## config.mk

```make
export PLATFORM = sky130hd
export DESIGN_NAME = s3_pm_ctrl
export DESIGN_NICKNAME = d
export VERILOG_FILES = /design/src/rtl/s3_pm_ctrl.sv
export SDC_FILE = /design/constraint.sdc
export NUM_CORES = 1
export LEC_CHECK = 0
export CORE_MARGIN = 2
export CORE_UTILIZATION = 53
export CTS_BUF_LIST = sky130_fd_sc_hd__clkbuf_4
export DETAILED_ROUTE_END_ITERATION = 10
export PLACE_DENSITY = 0.87
export SLEW_MARGIN = 5
export SYNTH_ARGS = -nofsm -noshare
export SYNTH_HDL_FRONTEND = slang
export SYNTH_SLANG_ARGS = --single-unit
export TNS_END_PERCENT = 20
```

## constraint.sdc

```tcl
create_clock -name clk -period 4.03 [get_ports clk]
set_clock_uncertainty 0.1 [all_clocks]
set_input_delay 0.806 -clock clk [delete_from_list [all_inputs] [get_ports clk]]
set_output_delay 0.806 -clock clk [all_outputs]
set_load 0.02 [all_outputs]
```

## src/rtl/s3_pm_ctrl.sv

```systemverilog
// rtl/s3_pm_ctrl.sv - S3 power-management sequencer between host and ALU
module s3_pm_ctrl #(
  parameter int IDLE_FILTER  = 4,
  parameter int SAVE_CYCLES  = 2,
  parameter int WAKE_LATENCY = 8,
  parameter int CNT_W        = 8
) (
  input  logic             clk,
  input  logic             reset,
  input  logic [3:0]       host_a,
  input  logic [3:0]       host_b,
  input  logic [1:0]       host_opcode,
  input  logic             host_valid,
  input  logic             alu_irq,
  input  logic             wake_req,
  input  logic [3:0]       saved_a,
  input  logic [3:0]       saved_b,
  input  logic [1:0]       saved_opcode,
  output logic [3:0]       alu_a,
  output logic [3:0]       alu_b,
  output logic [1:0]       alu_opcode,
  output logic             s3_state,
  output logic             alu_clk_en,
  output logic             busy,
  output logic             wake_ack,
  output logic [2:0]       pm_state,
  output logic [CNT_W-1:0] s3_count
);

  localparam int MAX_AB = (IDLE_FILTER > SAVE_CYCLES) ? IDLE_FILTER : SAVE_CYCLES;
  localparam int MAX_P  = (MAX_AB > WAKE_LATENCY) ? MAX_AB : WAKE_LATENCY;
  localparam int CW     = $clog2(MAX_P) + 1;

  typedef enum logic [2:0] {
    ACTIVE  = 3'd0,
    SAVE    = 3'd1,
    SLEEP   = 3'd2,
    WAKE    = 3'd3,
    RESTORE = 3'd4
  } state_t;

  state_t           state, state_n;
  logic [CW-1:0]    idle_cnt, idle_cnt_n;
  logic [CW-1:0]    save_cnt, save_cnt_n;
  logic [CW-1:0]    wake_cnt, wake_cnt_n;
  logic             wake_pend, wake_pend_n;
  logic [3:0]       alu_a_n, alu_b_n;
  logic [1:0]       alu_opcode_n;
  logic [CNT_W-1:0] s3_count_n;

  always_comb begin
    state_n      = state;
    idle_cnt_n   = '0;
    save_cnt_n   = '0;
    wake_cnt_n   = '0;
    wake_pend_n  = 1'b0;
    alu_a_n      = alu_a;
    alu_b_n      = alu_b;
    alu_opcode_n = alu_opcode;
    s3_count_n   = s3_count;
    case (state)
      ACTIVE: begin
        if (alu_irq && !host_valid) begin
          if (idle_cnt == CW'(IDLE_FILTER - 1)) begin
            state_n = SAVE;
            if (s3_count != {CNT_W{1'b1}}) s3_count_n = s3_count + CNT_W'(1);
          end else begin
            idle_cnt_n = idle_cnt + CW'(1);
          end
        end
        // Operands freeze on the entry edge so the ALU captures the last forwarded op
        if (state_n == ACTIVE) begin
          alu_a_n      = host_a;
          alu_b_n      = host_b;
          alu_opcode_n = host_opcode;
        end
      end
      SAVE: begin
        wake_pend_n = wake_pend | wake_req;
        if (save_cnt == CW'(SAVE_CYCLES - 1)) begin
          state_n     = (wake_pend || wake_req) ? WAKE : SLEEP;
          wake_pend_n = 1'b0;
        end else begin
          save_cnt_n = save_cnt + CW'(1);
        end
      end
      SLEEP: begin
        if (wake_req) state_n = WAKE;
      end
      WAKE: begin
        if (wake_cnt == CW'(WAKE_LATENCY - 1)) begin
          state_n      = RESTORE;
          alu_a_n      = saved_a;
          alu_b_n      = saved_b;
          alu_opcode_n = saved_opcode;
        end else begin
          wake_cnt_n = wake_cnt + CW'(1);
        end
      end
      RESTORE: state_n = ACTIVE;
      default: state_n = ACTIVE;
    endcase
  end

  always_ff @(posedge clk or posedge reset) begin
    if (reset) begin
      state      <= ACTIVE;
      idle_cnt   <= '0;
      save_cnt   <= '0;
      wake_cnt   <= '0;
      wake_pend  <= 1'b0;
      alu_a      <= '0;
      alu_b      <= '0;
      alu_opcode <= '0;
      s3_state   <= 1'b0;
      alu_clk_en <= 1'b1;
      busy       <= 1'b0;
      wake_ack   <= 1'b0;
      s3_count   <= '0;
    end else begin
      state      <= state_n;
      idle_cnt   <= idle_cnt_n;
      save_cnt   <= save_cnt_n;
      wake_cnt   <= wake_cnt_n;
      wake_pend  <= wake_pend_n;
      alu_a      <= alu_a_n;
      alu_b      <= alu_b_n;
      alu_opcode <= alu_opcode_n;
      s3_state   <= (state_n == SAVE) || (state_n == SLEEP) || (state_n == WAKE);
      alu_clk_en <= (state_n != SLEEP);
      busy       <= (state_n != ACTIVE);
      wake_ack   <= (state == RESTORE);
      s3_count   <= s3_count_n;
    end
  end

  assign pm_state = state;

endmodule

```

# Yosys cells after proc, flatten, opt, wreduce, memory -nomap -nowiden
# Index checks and enable logic that the tools add are counted.
totals:
  in_bits: 25
  reg_bits: 38
  output_inout_bits: 25
  elab_cells: 69
classes:
  addsub: 4
  eq_ne: 14
  bitwise_logic: 1
  reduce_logical: 11
  mux: 26
ops:
  columns: ["op", "count"]
  rows:
  - ["2-to-1 mux 4 bit", 11]
  - ["2-to-1 mux 3 bit", 6]
  - ["case mux 4 bit (2 select lines)", 2]
  - ["adder 4 x 1 -> 4 bit, second input constant", 3]
  - ["equality test 3 x 2 -> 1 bit, second input constant", 4]
  - ["case mux 3 bit (4 select lines)", 1]
  - ["adder 8 x 1 -> 8 bit, second input constant", 1]
  - ["!= test 8 bit, second input constant", 1]
  - ["equality test 3 x 1 -> 1 bit, second input constant", 2]
  - ["zero test 3 bit", 2]
  - ["equality test 4 x 1 -> 1 bit, second input constant", 1]
  - ["equality test 4 x 2 -> 1 bit, second input constant", 1]
  - ["equality test 4 x 3 -> 1 bit, second input constant", 1]
  - ["2-to-1 mux 2 bit", 2]
  - ["!= test 2 bit, second input constant", 2]
  - ["case mux 2 bit (2 select lines)", 1]
  - ["AND reduction 4 bit", 1]
  - ["equality test 3 bit, second input constant", 1]
  - ["logical OR 1 bit", 3]
  - ["2-to-1 mux 1 bit", 3]
  - ["!= test 3 x 2 -> 1 bit, second input constant", 1]
  - ["AND reduction 3 bit", 1]
  - ["nonzero test 3 bit", 1]
  - ["nonzero test 2 bit", 1]
  - ["3 further kinds", 3]

# Depth between registers and ports, before layout
depth:
  ltp_word: 8
  depth_mapped: 6
  ltp_nobuf: 6

# Least setup slack after synthesis
# No wires, ideal clock.
synth_timing:
  kind: "input -> register"
  start: "input port host_valid"
  end: "register s3_count[7]"
  required_ns: 3.850
  setup_time_ns: 0.080
  arrival_ns: 1.735
  setup_slack_ns: 2.116
  cell_stages: 4
  path_buffers: 0
  cell_sequence: "nor4b_4 o2111ai_4 nor4_2 xor2_1"
synth_between:
  elab_chain_len: 3
synth_rtl:
  columns: ["item", "line_no", "source"]
  rows:
  - ["from (decl)", "13", "input logic host_valid,"]
  - ["zero test 1 bit", "63", "if (alu_irq && !host_valid) begin"]
  - ["logical AND 1 bit", "63", null]
  - ["AND reduction 4 bit (no line)", null, null]
  - ["to (signal assigned)", "133", "s3_count <= s3_count_n;"]
  - ["to (decl)", "27", "output logic [CNT_W-1:0] s3_count"]
# Every way passes these cells.
# A chain may end at the register's enable or synchronous reset.

# Worst setup path after layout
layout_timing:
  start: "register state[0] (netlist: pm_state[0])"
  end: "output port pm_state[0]"
layout_rtl:
  columns: ["item", "line_no", "source"]
  rows:
  - ["from (decl)", "42", "state_t state, state_n;"]
  - ["from (signal assigned)", "121", "state <= state_n;"]
  - ["to (decl)", "26", "output logic [2:0] pm_state,"]
# No word-level cell between the ends.

==> impl_metrics.toml <==
[status]
status = "complete, no violations"

[layout]
instances_no_fill = 250
antenna_cells = 0
area_growth_pct = 32.8
drive_above_1_share = 0.186
nNetsFinal = 233
fin_area_sq_mm = 0.00238

[floorplanning]
dieHeight_microns = 62.2
boundaryPins = 50
initial_core_util = 0.547
core_sq_mm = 0.00328
row_count = 21
dieArea_sq_mm = 0.00387
die_w_microns = 62.2

[detailed_routing]
drt_wl_total_microns = 3570
routed_via_density = 5.08
drc = 0
avgRoutedWirePerCell_microns = 14.3
drt-met1-wl_microns = 1460
first_pass_iters = 4
ant_nets = 0
num_vias = 1271
top_layer_used = "met4"
wl_met2_microns = 1870
drt_iter0_markers = 68
routed-wl-met3_microns = 205

[setup_path]
critPathArrivalTime_ns = 1.58
critical_path.slowest_cell = "clkdlybuf4s50_1"
required_ns = 3.12
critical_path_class = "register to primary output"
crit_path_max_fanout = 11
crit_path_end_kind = "primary output"
path_cells = "clkdlybuf4s50_1"
setup.worst_path.start_class = "register"
max_stage_delay_ns = 0.68
cp.buffers_inverters = 1
cpLargestDelayFamily = "buffers and inverters"

[yosys]
synth-async-reset-ratio = 1.00
ys_seq_area_frac = 0.530
synth_top_area_frac = 0.516
synthTopCellsByArea = "dfrtp_1 52%, mux2_2 13%, xor2_1 4.4%, nor2_1 3.6%, ha_1 3.5%"
synth-main-ff-cell = "dfrtp_1"
synthCells = 149
syn_avg_cell_area_sq_um = 12.1
synth_most_common_cell = "dfrtp_1"
synthesis.area_sq_mm = 0.00180
syn-num-nets = 179
netlist_top_cells_count = "37 x dfrtp_1, 20 x mux2_2, 17 x nor2_1"
yosysWarningCount = 0
synth.distinct_cells = 33
synth_edf_count = 0
yosys.area.top_type = "dfrtp_1"
synth_seq_cells = 38

[placed_design]
port_buffers = 49
dp_slack_ns = 1.53
place_area_sq_mm = 0.00233
place.gp.congestion = 0.758
hpwlAfterDp_microns = 2710
dpl.cell_count = 242

[sta]
finalHoldViolations = 0
slew_viol_final = 0
min_period_ns = 2.48
fmax_ghz = 0.403
rsz0062_at_grt = "false"
maxSlewHeadroom = 0.611
setup_viol = 0
post-route-period-util = 0.616
finalWorstSetupSlack_ns = 1.55
tightestPinTransition_ns = 0.582
fin_tns_setup_ns = 0

[cts]
clk_latency_ns = 0.34
cts_setup_buffers = 0
root_buffer = "clkbuf_4"
clk_pin_slew_ns = 0.11
holdBufCountCts = 0
clkSinkCount = 38
clockBufferDepth = 2
cts_tree = "built"
ctsHtreeMaxLevel = 2
post_cts_resized = 0
cts-buffers-inserted = 5

[power]
power_leakage_nw = 1.05
power_density_mw_per_mm2 = 545
ir_worst_vdd_uv = 402

[grt]
grt-ovfl-total = 0
grt_pass1_wl_microns = 6160
grt_max_degree = 39
antenna_found_initial = 0
track_usage = 0.201
grt_pass1_vias = 1368

[job]
drv_cap = 0

[hold_path]
worstHoldPathType = "register to register"
-- cells by family after synthesis --
kind of cell,count (synthesis),share of synthesized area
adder cells (fa/ha/maj),5,0.0348
flip-flops,38,0.530
buffers and inverters,10,0.0265
AO/OA/AOI/OAI,9,0.0481
AND/OR/NAND/NOR,53,0.163
multiplexers,21,0.134
XOR/XNOR,13,0.0634
-- final cells by class --
cell class                 instances  area (sq um)
clock buffer                       6          45.0
clock inverter                     2          8.76
fill                             224           901
inverter                           7          26.3
multi-input combinational        101           796
sequential                        38           952
tap                               46          57.6
timing repair buffer              50           498
-- flip-flops by register name, indices dropped and copies added (netlist names), 2 cells and up --
name / cells
idle_cnt: 4
alu_b: 4
alu_a: 4
s3_count: 8
pm_state: 3
alu_opcode: 2
save_cnt: 4
wake_cnt: 4
-- placed cells by master, fill, tap and decap left out --
cell type,Yosys,layout
nor2b_1,1,1
nand2b_1,3,3
nand3b_1,1,1
clkbuf_4,0,6
xor2_1,9,9
clkdlybuf4s50_1,0,49
ha_1,5,5
dfrtp_1,37,37
nor4_2,1,1
o22a_1,1,1
and2_1,1,1
o211a_1,1,1
nor3b_1,2,2
nand2_1,6,6
or2_2,1,1
a2bb2oi_1,1,1
inv_1,7,7
o2111ai_4,1,1
o21ai_0,2,2
mux2_2,20,20
and3b_4,1,1
o211ai_2,1,1
nor2_1,17,17
nor2_2,1,1
xnor2_1,4,4
or3b_2,1,1
mux2_4,1,1
nor3_1,5,5
nand3_1,9,9
buf_4,0,1
a21oi_1,2,2
nor4b_4,1,1
nand4_1,2,2
clkinv_2,0,1
dfstp_2,1,1
clkinv_1,0,1
-- metal layers --
layer  GRT usage  vias up
li1            -      618
met1       0.243      614
met2       0.352       35
met3      0.0471        4
met4      0.0750        0
met5           0        -
-- metrics by stage --
step	utilization	hold WS, ns	power [mW]
final	0.726	0.380	1.30
after global routing	0.726	0.419	1.38
after CTS	0.726	0.392	1.31
after detailed placement	0.709	0.377	1.12
after global placement	0.709	0.342	1.10
after floorplan	-	0.330	0.912
-- power breakdown --
group | switching [mW] | internal [mW] | leakage [nW] | total [mW]
Sequential | 0.0714 | 0.475 | 0.487 | 0.546
Combinational | 0.259 | 0.305 | 0.530 | 0.564
Clock | 0.117 | 0.0723 | 0.0331 | 0.189
Total | 0.447 | 0.852 | 1.05 | 1.30
-- path summary, 6_finish.rpt --
kind | start | to | slack (ns) | depth (start not counted)
setup / recovery | pm_state[0] | pm_state[0] | 1.55 | 1
hold / removal | idle_cnt[0] | idle_cnt[0] | 0.38 | 1
setup reg to reg | idle_cnt[0] | alu_opcode[1] | 1.96 | 5
hold reg to reg | idle_cnt[0] | idle_cnt[0] | 0.38 | 1
max in group asynchronous | reset | alu_clk_en | 2.71 | 3
min in group asynchronous | reset | idle_cnt[0] | 0.76 | 3
Power figures use the tool's default switching activity.
